<file path="src/rtl/rng_share_if.sv">
// rng_share_if: request/grant bundle between the random-word
// arbiter and its consumers.
interface rng_share_if #(
  parameter int NUM_REQ = 4,
  parameter int DATA_W  = 16
);
  logic [NUM_REQ-1:0] req;
  logic [NUM_REQ-1:0] ack;
  logic [DATA_W-1:0]  rnd_out;
  logic               busy;

  modport master (
    output req,
    input  ack,
    input  rnd_out,
    input  busy
  );

  modport slave (
    input  req,
    output ack,
    output rnd_out,
    output busy
  );
endinterface

</file>
<file path="src/rtl/rng_share_arbiter.sv">
// rng_share_arbiter: round-robin sharing of one LFSR word with a gap.
// Optional macro RNG_SHARE_WHITEN_EN mixes in the last delivered word.
module rng_share_arbiter #(
  parameter int NUM_REQ = 4,
  parameter int DATA_W  = 16,
  parameter int MIN_GAP = 3
) (
  input  logic              clk,
  input  logic              rst_n,
  input  logic              en,
  input  logic [DATA_W-1:0] rnd_number,
  rng_share_if.slave        bus
);

  localparam int PW = $clog2(NUM_REQ);
  localparam int CW = 4;
  localparam logic [NUM_REQ-1:0] ONE = NUM_REQ'(1);

  typedef enum logic [1:0] {
    IDLE,
    GRANT,
    GAP
  } state_t;

  state_t             st_q, st_n;
  logic [CW-1:0]      cnt_q, cnt_n;
  logic [PW-1:0]      ptr_q, ptr_n;
  logic [PW-1:0]      win;
  logic               hit;
  logic [NUM_REQ-1:0] ack_q, ack_n;
  logic [DATA_W-1:0]  rnd_q, rnd_n;
  logic [DATA_W-1:0]  word;
  int                 idx;

`ifdef RNG_SHARE_WHITEN_EN
  // rnd_q always holds the last delivered word, so it doubles as prev_out
  assign word = rnd_number ^
    {rnd_q[DATA_W-6:0], rnd_q[DATA_W-1:DATA_W-5]};
`else
  assign word = rnd_number;
`endif

  // first set req bit searching upward from ptr+1 with wrap
  always_comb begin
    hit = 1'b0;
    win = '0;
    idx = 0;
    for (int i = 1; i <= NUM_REQ; i++) begin
      idx = int'(ptr_q) + i;
      if (idx >= NUM_REQ)
        idx = idx - NUM_REQ;
      if (!hit && bus.req[PW'(idx)]) begin
        hit = 1'b1;
        win = PW'(idx);
      end
    end
  end

  // next state; en=0 freezes everything except the ack pulse
  always_comb begin
    st_n  = st_q;
    cnt_n = cnt_q;
    ptr_n = ptr_q;
    ack_n = '0;
    rnd_n = rnd_q;
    unique case (st_q)
      IDLE: begin
        if (en && hit) begin
          ack_n = ONE << win;
          rnd_n = word;
          ptr_n = win;
          st_n  = GRANT;
        end
      end
      GRANT: begin
        if (en) begin
          if (MIN_GAP == 0) begin
            st_n = IDLE;
          end else begin
            cnt_n = CW'(MIN_GAP - 1);
            st_n  = GAP;
          end
        end
      end
      GAP: begin
        if (en) begin
          if (cnt_q == '0)
            st_n = IDLE;
          else
            cnt_n = cnt_q - CW'(1);
        end
      end
      default: st_n = IDLE;
    endcase
  end

  // state and output registers
  always_ff @(posedge clk or negedge rst_n) begin
    if (!rst_n) begin
      st_q  <= IDLE;
      cnt_q <= '0;
      ptr_q <= PW'(NUM_REQ - 1);
      ack_q <= '0;
      rnd_q <= '0;
    end else begin
      st_q  <= st_n;
      cnt_q <= cnt_n;
      ptr_q <= ptr_n;
      ack_q <= ack_n;
      rnd_q <= rnd_n;
    end
  end

  assign bus.ack     = ack_q;
  assign bus.rnd_out = rnd_q;
  assign bus.busy    = (st_q != IDLE);

  // grant pulses are one-hot and never back-to-back
  always_ff @(posedge clk) begin
    if (rst_n) begin
      assert ($onehot0(ack_q));
      assert (!((|ack_q) && (|ack_n)));
    end
  end

endmodule

</file>
<file path="src/flat_wrapper.sv">
// flat-port wrapper written by rule: the top's interface ports become plain ports
module rng_share_arbiter_flat 
#(
  parameter int NUM_REQ = 4,
  parameter int DATA_W  = 16,
  parameter int MIN_GAP = 3
)
  (clk, rst_n, en, rnd_number, bus_req, bus_ack, bus_rnd_out, bus_busy);
  rng_share_if #(.NUM_REQ(NUM_REQ), .DATA_W(DATA_W)) bus_i ();
  input  logic clk;
  input  logic rst_n;
  input  logic en;
  input  logic [DATA_W-1:0] rnd_number;
  input wire logic [$bits(bus_i.req)-1:0] bus_req;
  output wire logic [$bits(bus_i.ack)-1:0] bus_ack;
  output wire logic [$bits(bus_i.rnd_out)-1:0] bus_rnd_out;
  output wire logic [$bits(bus_i.busy)-1:0] bus_busy;
  assign bus_i.req = bus_req;
  assign bus_ack = bus_i.ack;
  assign bus_rnd_out = bus_i.rnd_out;
  assign bus_busy = bus_i.busy;
  rng_share_arbiter #(.NUM_REQ(NUM_REQ), .DATA_W(DATA_W), .MIN_GAP(MIN_GAP)) u_core (.clk(clk), .rst_n(rst_n), .en(en), .rnd_number(rnd_number), .bus(bus_i));
endmodule
</file>
<file path="config.mk">
export PLATFORM = sky130hd
export DESIGN_NAME = rng_share_arbiter_flat
export DESIGN_NICKNAME = d
export VERILOG_FILES = /design/src/rtl/rng_share_if.sv /design/src/rtl/rng_share_arbiter.sv /design/src/flat_wrapper.sv
export SDC_FILE = /design/constraint.sdc
export NUM_CORES = 1
export LEC_CHECK = 0
export CAP_MARGIN = 20
export CORE_MARGIN = 3
export CORE_UTILIZATION = 41
export DETAILED_ROUTE_END_ITERATION = 7
export GPL_ROUTABILITY_DRIVEN = 0
export HOLD_SLACK_MARGIN = 0.05
export PLACE_DENSITY_LB_ADDON = 0.2
export SLEW_MARGIN = 20
export SYNTH_ARGS = -nofsm -noshare
export SYNTH_HDL_FRONTEND = slang
export SYNTH_SLANG_ARGS = --single-unit
</file>
<file path="constraint.sdc">
create_clock -name clk -period 1.4 [get_ports clk]
set_input_delay 0.28 -clock clk [delete_from_list [all_inputs] [get_ports clk]]
set_output_delay 0.28 -clock clk [all_outputs]
set_load 0.03 [all_outputs]
</file>
==> summary.txt, run 1 <==
Final layout
  – Final net count: 200
  – Util after Layout: 0.667
  – N_diodes: 0
  – Area growth from synthesis to final layout: 53.3%
  – Share of layout cells above drive strength 1: 0.469

Die
  – CORE AREA: 3100 µm²
  – Die width: 63.4 µm
  – IO Count: 44
  – Row Count: 20
  – Die Area: 4010 µm²
  – Starting Density: 0.435
  – Die Y-Extent: 63.4 µm

Pwr
  – Pwr Density: 2150 nW/µm²
  – VDD IR-drop max: 652 µV
  – LEAKAGE: 1.01 nW

Yosys
  – Async SR Flop Fraction: 1.00
  – Synth top area cells: dfrtp_1 48%, mux2_4 18%, dfstp_2 3.9%
  – Synth unique cells: 37
  – Post-synthesis simple-gate area fraction: 0.130
  – Share of the synthesized area in the top cell type: 0.482
  – Mapped Cells: 107
  – Mux cell area share after synthesis: 0.201
  – Post-Syn Nets: 131
  – Top-count cell post-synth: dfrtp_1
  – Post-synthesis area per instance: 12.6 µm²
  – Largest family of logic cells by synthesized area: multiplexers
  – Synth Area in Compound Gates: 0.0872
  – Top post-synthesis cells by count: 26 x dfrtp_1, 16 x mux2_4, 6 x a21oi_1, 5 x inv_1, 5 x nor2_1
  – Dominant cell type by area after synthesis: dfrtp_1
  – FF+latch count, synth: 28
  – Post-synth EDFFs: 0
  – Sequential fraction of the synthesis area: 0.521
  – Synth Area in Adders: 0.00928
  – Post-synthesis xor/xnor area fraction: 0.00649
  – Cell Area, Synth: 1350 µm²
  – Primary FF master, synth: dfrtp_1
  – Ys Warns: 0

Global route
  – Met2 usage: 0.300
  – Gr usage total: 0.162
  – First-pass GRT wire length: 5190 µm
  – Met1 Usage GRT: 0.190
  – Initial antenna violation count: 0
  – Vias in the first global route: 1,118
  – Total gr overflow: 0
  – GR met3 Demand/Resource: 0.0267
  – GR peak layer: met2
  – Largest net degree at the start of global routing: 29

Clocking
  – CTS sink cnt: 28
  – Clock Pin Slew Worst Setup and Hold Paths: 0.15 ns
  – Later-pin clock latency in the skew report: 0.33 ns
  – Clock Tree Buf Depth: 2
  – CTS tree: built
  – Htree depth: 1
  – Inserted Clock Buffers: 3
  – Hold buffer count at CTS: 0
  – CTS Root Cell: clkbuf_4

Setup path
  – RR Startpoint: u_core.st_q[1]
  – Startpoint types: register
  – CP max stage cell: or4_4
  – CP Max Fanout: 16
  – Worst-path cell chain: or4_4, buf_12, mux2_4
  – Reg2reg setup slack: -0.18 ns
  – Reg-to-reg endpoint: u_core.bus.rnd_out[2]
  – WP buf/inv: 1
  – Crit path required time: 1.63 ns
  – R2R cell count: 3
  – CP endpoint kind: register
  – Worst setup path category: register to register
  – Delay of the slowest cell on the worst path: 0.56 ns
  – CP top delay family: simple AND/OR/NAND/NOR gates
  – Critical Path AT: 1.81 ns

STA
  – Max-slew headroom: 0.798
  – Clock Skews: 0.00495 ns
  – Fmax: 635 MHz
  – Final hold vios: 0
  – Final setup violation count: 24
  – Final setup margin: -0.176 ns
  – Tmin final: 1.58 ns
  – Worst-Margin Slew: 0.302 ns
  – RSZ-0062 raised after global routing: yes
  – Fin crit share: 1.13
  – Final Max Tran Viols: 0
  – Hold WS: 0.286 ns

Detailed routing
  – Initial DRC count: 42
  – Routed Antenna Nets: 0
  – Routed wire per std cell: 14.2 µm
  – Vias: 1,062
  – Drt first pass iters: 4
  – Vias per std cell: 4.85
  – Total Wirelength: 3110 µm
  – DRC viols: 0

Status
  – Failing checks: negative setup slack
  – Status: finished with violations

Min path
  – Hold crit path type: input port to asynchronous set/reset pin

Placement
  – PortBufs: 43
  – Post-DP HPWL: 2230 µm

Run
  – MaxCap Viol Count: 0
## power breakdown
group          switching, mW  leakage [nW]  internal (mW)
clock                  0.237        0.0210          0.159
combinational           1.29         0.650           1.31
sequential             0.255         0.336           1.20
## metal layers
metal	part of all wire	wire length (µm)	vias up
met2	0.53	1650	32
met4	0.0064	20	0
met3	0.045	140	2
li1	-	-	516
met5	0	0	-
met1	0.42	1300	512
## worst max path at each step
stage	slack, ns	start	cells after the start	endpoint
final	-0.18	u_core.st_q[1]	3	u_core.bus.rnd_out[2]
after global routing	-0.22	u_core.cnt_q[1]	5	u_core.st_q[1]
after CTS	-0.18	u_core.st_q[1]	3	u_core.bus.rnd_out[2]
after detailed placement	-0.62	en	5	u_core.bus.rnd_out[8]
after global placement	-0.61	en	5	u_core.bus.rnd_out[12]
after floorplan	-0.15	u_core.st_q[1]	3	u_core.bus.rnd_out[10]
## what timing repair did
| item | 4_1_cts | 5_1_grt |
|---|---|---|
| buffers inserted | 4 | 1 |
| pin swaps | 5 | 4 |
| setup endpoints to repair | 47 | 44 |
| gates resized for setup | 41 | 35 |
| hold endpoints to repair | 0 | 0 |
## cells by family (layout without fill, tap and decap cells)
group                    Yosys count  count (layout)
AO/OA/AOI/OAI                     18              18
XOR/XNOR                           1               1
adder cells (fa/ha/maj)            1               1
buffers and inverters             10              78
flip-flops                        28              28
multiplexers                      19              19
AND/OR/NAND/NOR                   30              30
## metrics by stage
step	std cells	total power, mW	setup TNS, ns	instance area [µm²]	setup slack, ns
final	219	4.45	-3.49	2070	-0.176
after global routing	219	4.72	-4.64	2070	-0.216
after CTS	218	4.42	-3.60	2060	-0.181
after detailed placement	210	4.02	-13.00	1970	-0.621
after global placement	210	3.93	-12.58	1970	-0.606
after floorplan	107	2.98	-2.58	1350	-0.155
## final cells by class
cell class              count  area (µm²)
fillers                   264        1030
flip-flops and latches     28         703
multi-input cells          69         659
repair buffers             68         592
well taps                  44        55.1
clock buffers               4        36.3
inverters                   6        22.5
## sequential cells by signal (all words and copies together) (netlist names)
| signal | cells |
|---|---|
| u_core.bus.rnd_out | 16 |
| u_core.bus.ack | 4 |
| u_core.cnt_q | 4 |
| u_core.ptr_q | 2 |
| u_core.st_q | 2 |
## placed cells by master, fill, tap and decap left out, types with 2 or more instances in the layout
cell and count:
mux2i_1 2, mux2_4 17, a21oi_1 4, buf_12 2, inv_1 4, clkdlybuf4s15_1 5
dfstp_2 2, a21oi_2 2, buf_4 20, nor3_1 2, o22ai_1 2, clkbuf_2 13
dlygate4sd2_1 2, clkdlybuf4s50_1 20, nor3b_2 2, nor2_1 5, buf_6 4, dfrtp_1 26
nand2_1 4, nand2b_1 3, clkbuf_4 3, inv_2 2
Note: power is estimated with default switching activity, not from simulation.
==> inputs of run 2 (changes only) <==
--- a/config.mk
+++ b/config.mk
@@ -11,8 +11,10 @@
 export DETAILED_ROUTE_END_ITERATION = 7
 export GPL_ROUTABILITY_DRIVEN = 0
 export HOLD_SLACK_MARGIN = 0.05
+export MAX_ROUTING_LAYER = met4
 export PLACE_DENSITY_LB_ADDON = 0.2
 export SLEW_MARGIN = 20
 export SYNTH_ARGS = -nofsm -noshare
 export SYNTH_HDL_FRONTEND = slang
 export SYNTH_SLANG_ARGS = --single-unit
+export TNS_END_PERCENT = 30
==> run 2 against run 1 <==
Net effect:
- the run still ends with negative setup slack left
- hold slack better by 0.011 ns
- count of clock-buffer cells in the layout unchanged
- cell area is 2.5% lower
- wire length fell by 9.6%
- power down 4.3%
- die area unchanged
- register-to-register slack worse by 0.03 ns
- clock power fell by 15%
==> summary.txt, run 2 (synthesis results as in run 1) <==
Status
  – Status: finished with violations
  – Failing checks: negative setup slack

STA
  – Fin crit share: 1.14 (+0.0194)
  – Final setup violation count: 26 (+8.3%)
  – Setup tns final: -3.98 ns (-0.495 ns)
  – Clock Skews: 0.00584 ns (+0.000883 ns)
  – Tmin final: 1.60 ns (+0.0271 ns)
  – Final hold vios: 0 (unchanged)
  – Final setup margin: -0.203 ns (-0.0271 ns)
  – Worst-Margin Slew: 0.358 ns (+0.0565 ns)
  – Final Max Tran Viols: 0 (unchanged)
  – Fmax: 624 MHz (-1.7%)
  – Max-slew headroom: 0.759 (-0.0391)
  – RSZ-0062 raised after global routing: yes

Setup path
  – R2R cell count: 3 (unchanged)
  – CP Max Fanout: 7 (-9)
  – Delay of the slowest cell on the worst path: 0.58 ns (+0.02 ns)
  – CP top delay family: simple AND/OR/NAND/NOR gates
  – CP endpoint kind: register
  – Startpoint types: register
  – RR Startpoint: u_core.st_q[1]
  – Critical Path AT: 1.82 ns (about the same)
  – Reg2reg setup slack: -0.20 ns (-0.03 ns)
  – Reg-to-reg endpoint: u_core.bus.rnd_out[0]
  – Worst setup path category: register to register
  – Crit path required time: 1.62 ns (about the same)
  – WP buf/inv: 1 (unchanged)
  – Worst-path cell chain: or4_4, clkbuf_16, mux2_4
  – CP max stage cell: or4_4

Final layout
  – Filler instances: 270 (+2.3%)
  – Commonest non-fill, non-tap cell in the layout: dfrtp_1
  – Most frequent cells in the layout: 26 x dfrtp_1, 21 x clkdlybuf4s50_1, 18 x buf_4
  – Share of layout cells above drive strength 1: 0.390 (-0.0790)
  – N_diodes: 0 (unchanged)
  – Area growth from synthesis to final layout: 49.5%
  – Largest register FFs: 16 (unchanged)
  – Final net count: 197 (-1.5%)

Die
  – Row Count: 20 (unchanged)
  – Die width: 63.4 µm (unchanged)
  – Die Area: 4010 µm² (unchanged)
  – CORE AREA: 3100 µm² (unchanged)
  – Die Y-Extent: 63.4 µm (unchanged)
  – Starting Density: 0.435 (unchanged)
  – IO Count: 44 (unchanged)

Detailed routing
  – Drt first pass iters: 4 (unchanged)
  – Vias: 1,054 (-0.75%)
  – Routed Antenna Nets: 0 (unchanged)
  – Total Wirelength: 2810 µm (-9.6%)
  – Vias per std cell: 4.88 (+0.63%)
  – Routed wire per std cell: 13.0 µm (-8.4%)
  – Initial DRC count: 48 (+14%)
  – DRC viols: 0 (unchanged)

Pwr
  – Sequential share of power: 0.338 (+0.012)
  – Sw Pwr: 1.70 mW (-4.8%)
  – Internal Power: 2.56 mW (-4.0%)
  – Clock network power share: 0.079 (-0.010)
  – Sw frac: 0.399 (-0.00203)
  – Total power: 4.25 mW (-4.3%)
  – Pwr Density: 2110 nW/µm² (-1.9%)
  – LEAKAGE: 0.979 nW (-2.8%)
  – VDD IR-drop max: 811 µV (+24%)
  – Gate power share: 0.583 (-0.002)

Clocking
  – Later-pin clock latency in the skew report: 0.32 ns (about the same)
  – Inserted Clock Buffers: 3 (unchanged)
  – Clock Pin Slew Worst Setup and Hold Paths: 0.15 ns (about the same)
  – Htree depth: 1 (unchanged)
  – Hold buffer count at CTS: 0 (unchanged)
  – CTS Root Cell: clkbuf_4
  – CTS sink cnt: 28 (unchanged)
  – Clock Tree Buf Depth: 2 (unchanged)
  – CTS tree: built

Placement
  – PortBufs: 43 (unchanged)
  – Post-DP HPWL: 2080 µm (-6.4%)
  – Dpl ws: -0.617 ns (+0.00323 ns)

Global route
  – Largest net degree at the start of global routing: 29 (unchanged)
  – Vias in the first global route: 1,058 (-5.4%)
  – Gr usage total: 0.151 (-0.0109)
  – First-pass GRT wire length: 4780 µm (-7.8%)
  – Total gr overflow: 0 (unchanged)
  – Initial antenna violation count: 0 (unchanged)

Min path
  – Hold crit path type: input port to asynchronous set/reset pin

Run
  – MaxCap Viol Count: 0 (unchanged)
run 2: changes by cell type in the layout (fill, tap and decap cells not counted), moves of 2 or more:
cell	previous run	this run
clkbuf_2	13	10
buf_6	4	1
dlygate4sd2_1	2	4
buf_4	20	18
clkdlybuf4s15_1	5	7
run 2: per-layer routing:
metal  vias up  wire [µm]  global-route usage
met5         -          0                   -
met3         2        170              0.0267
met1       509       1310               0.202
met2        35       1310               0.233
li1        508          -                   -
met4         0         27              0.0512
run 2: stage by stage:
stage | hold WS, ns | instances | utilization | cell area, µm²
final | 0.297 | 216 | 0.650 | 2020
after global routing | 0.288 | 216 | 0.650 | 2020
after floorplan | -0.0156 | 107 | - | 1350
after detailed placement | 0.483 | 210 | 0.636 | 1970
after CTS | 0.304 | 214 | 0.640 | 1990
after global placement | 0.472 | 210 | 0.636 | 1970
run 2: timing repair:
item,in CTS,in global routing
setup buffers,0,1
gates resized for setup,28,38
pin swaps,5,3
endpoints found under the setup margin,47,44
gates cloned,0,1
run 2: area by class of cell:
type                       count  area, µm²  share of cell area
inverter                       6       22.5              0.0112
tap                           44       55.1              0.0273
multi-input combinational     69        618               0.306
sequential                    28        703               0.349
clock buffer                   4       26.3              0.0130
timing repair buffer          65        592               0.293
run 2: how the worst max path moves through the flow:
stage / start / to / cells after the start
final: u_core.st_q[1] / u_core.bus.rnd_out[0] / 3
after global routing: u_core.st_q[1] / u_core.bus.rnd_out[0] / 3
after CTS: u_core.st_q[1] / bus_busy / 2
after detailed placement: en / u_core.bus.ack[3] / 6
after global placement: en / u_core.bus.rnd_out[10] / 5
after floorplan: u_core.st_q[1] / u_core.bus.rnd_out[10] / 3
run 2: power by group through the flow:
stage | Clock, mW | Combinational (mW) | Sequential (mW)
final | 0.336 | 2.48 | 1.44
after CTS | 0.351 | 2.39 | 1.44
after global placement | 0 | 2.50 | 1.44
after detailed placement | 0 | 2.54 | 1.46
after floorplan | 0 | 1.04 | 1.95
after global routing | 0.390 | 2.65 | 1.50
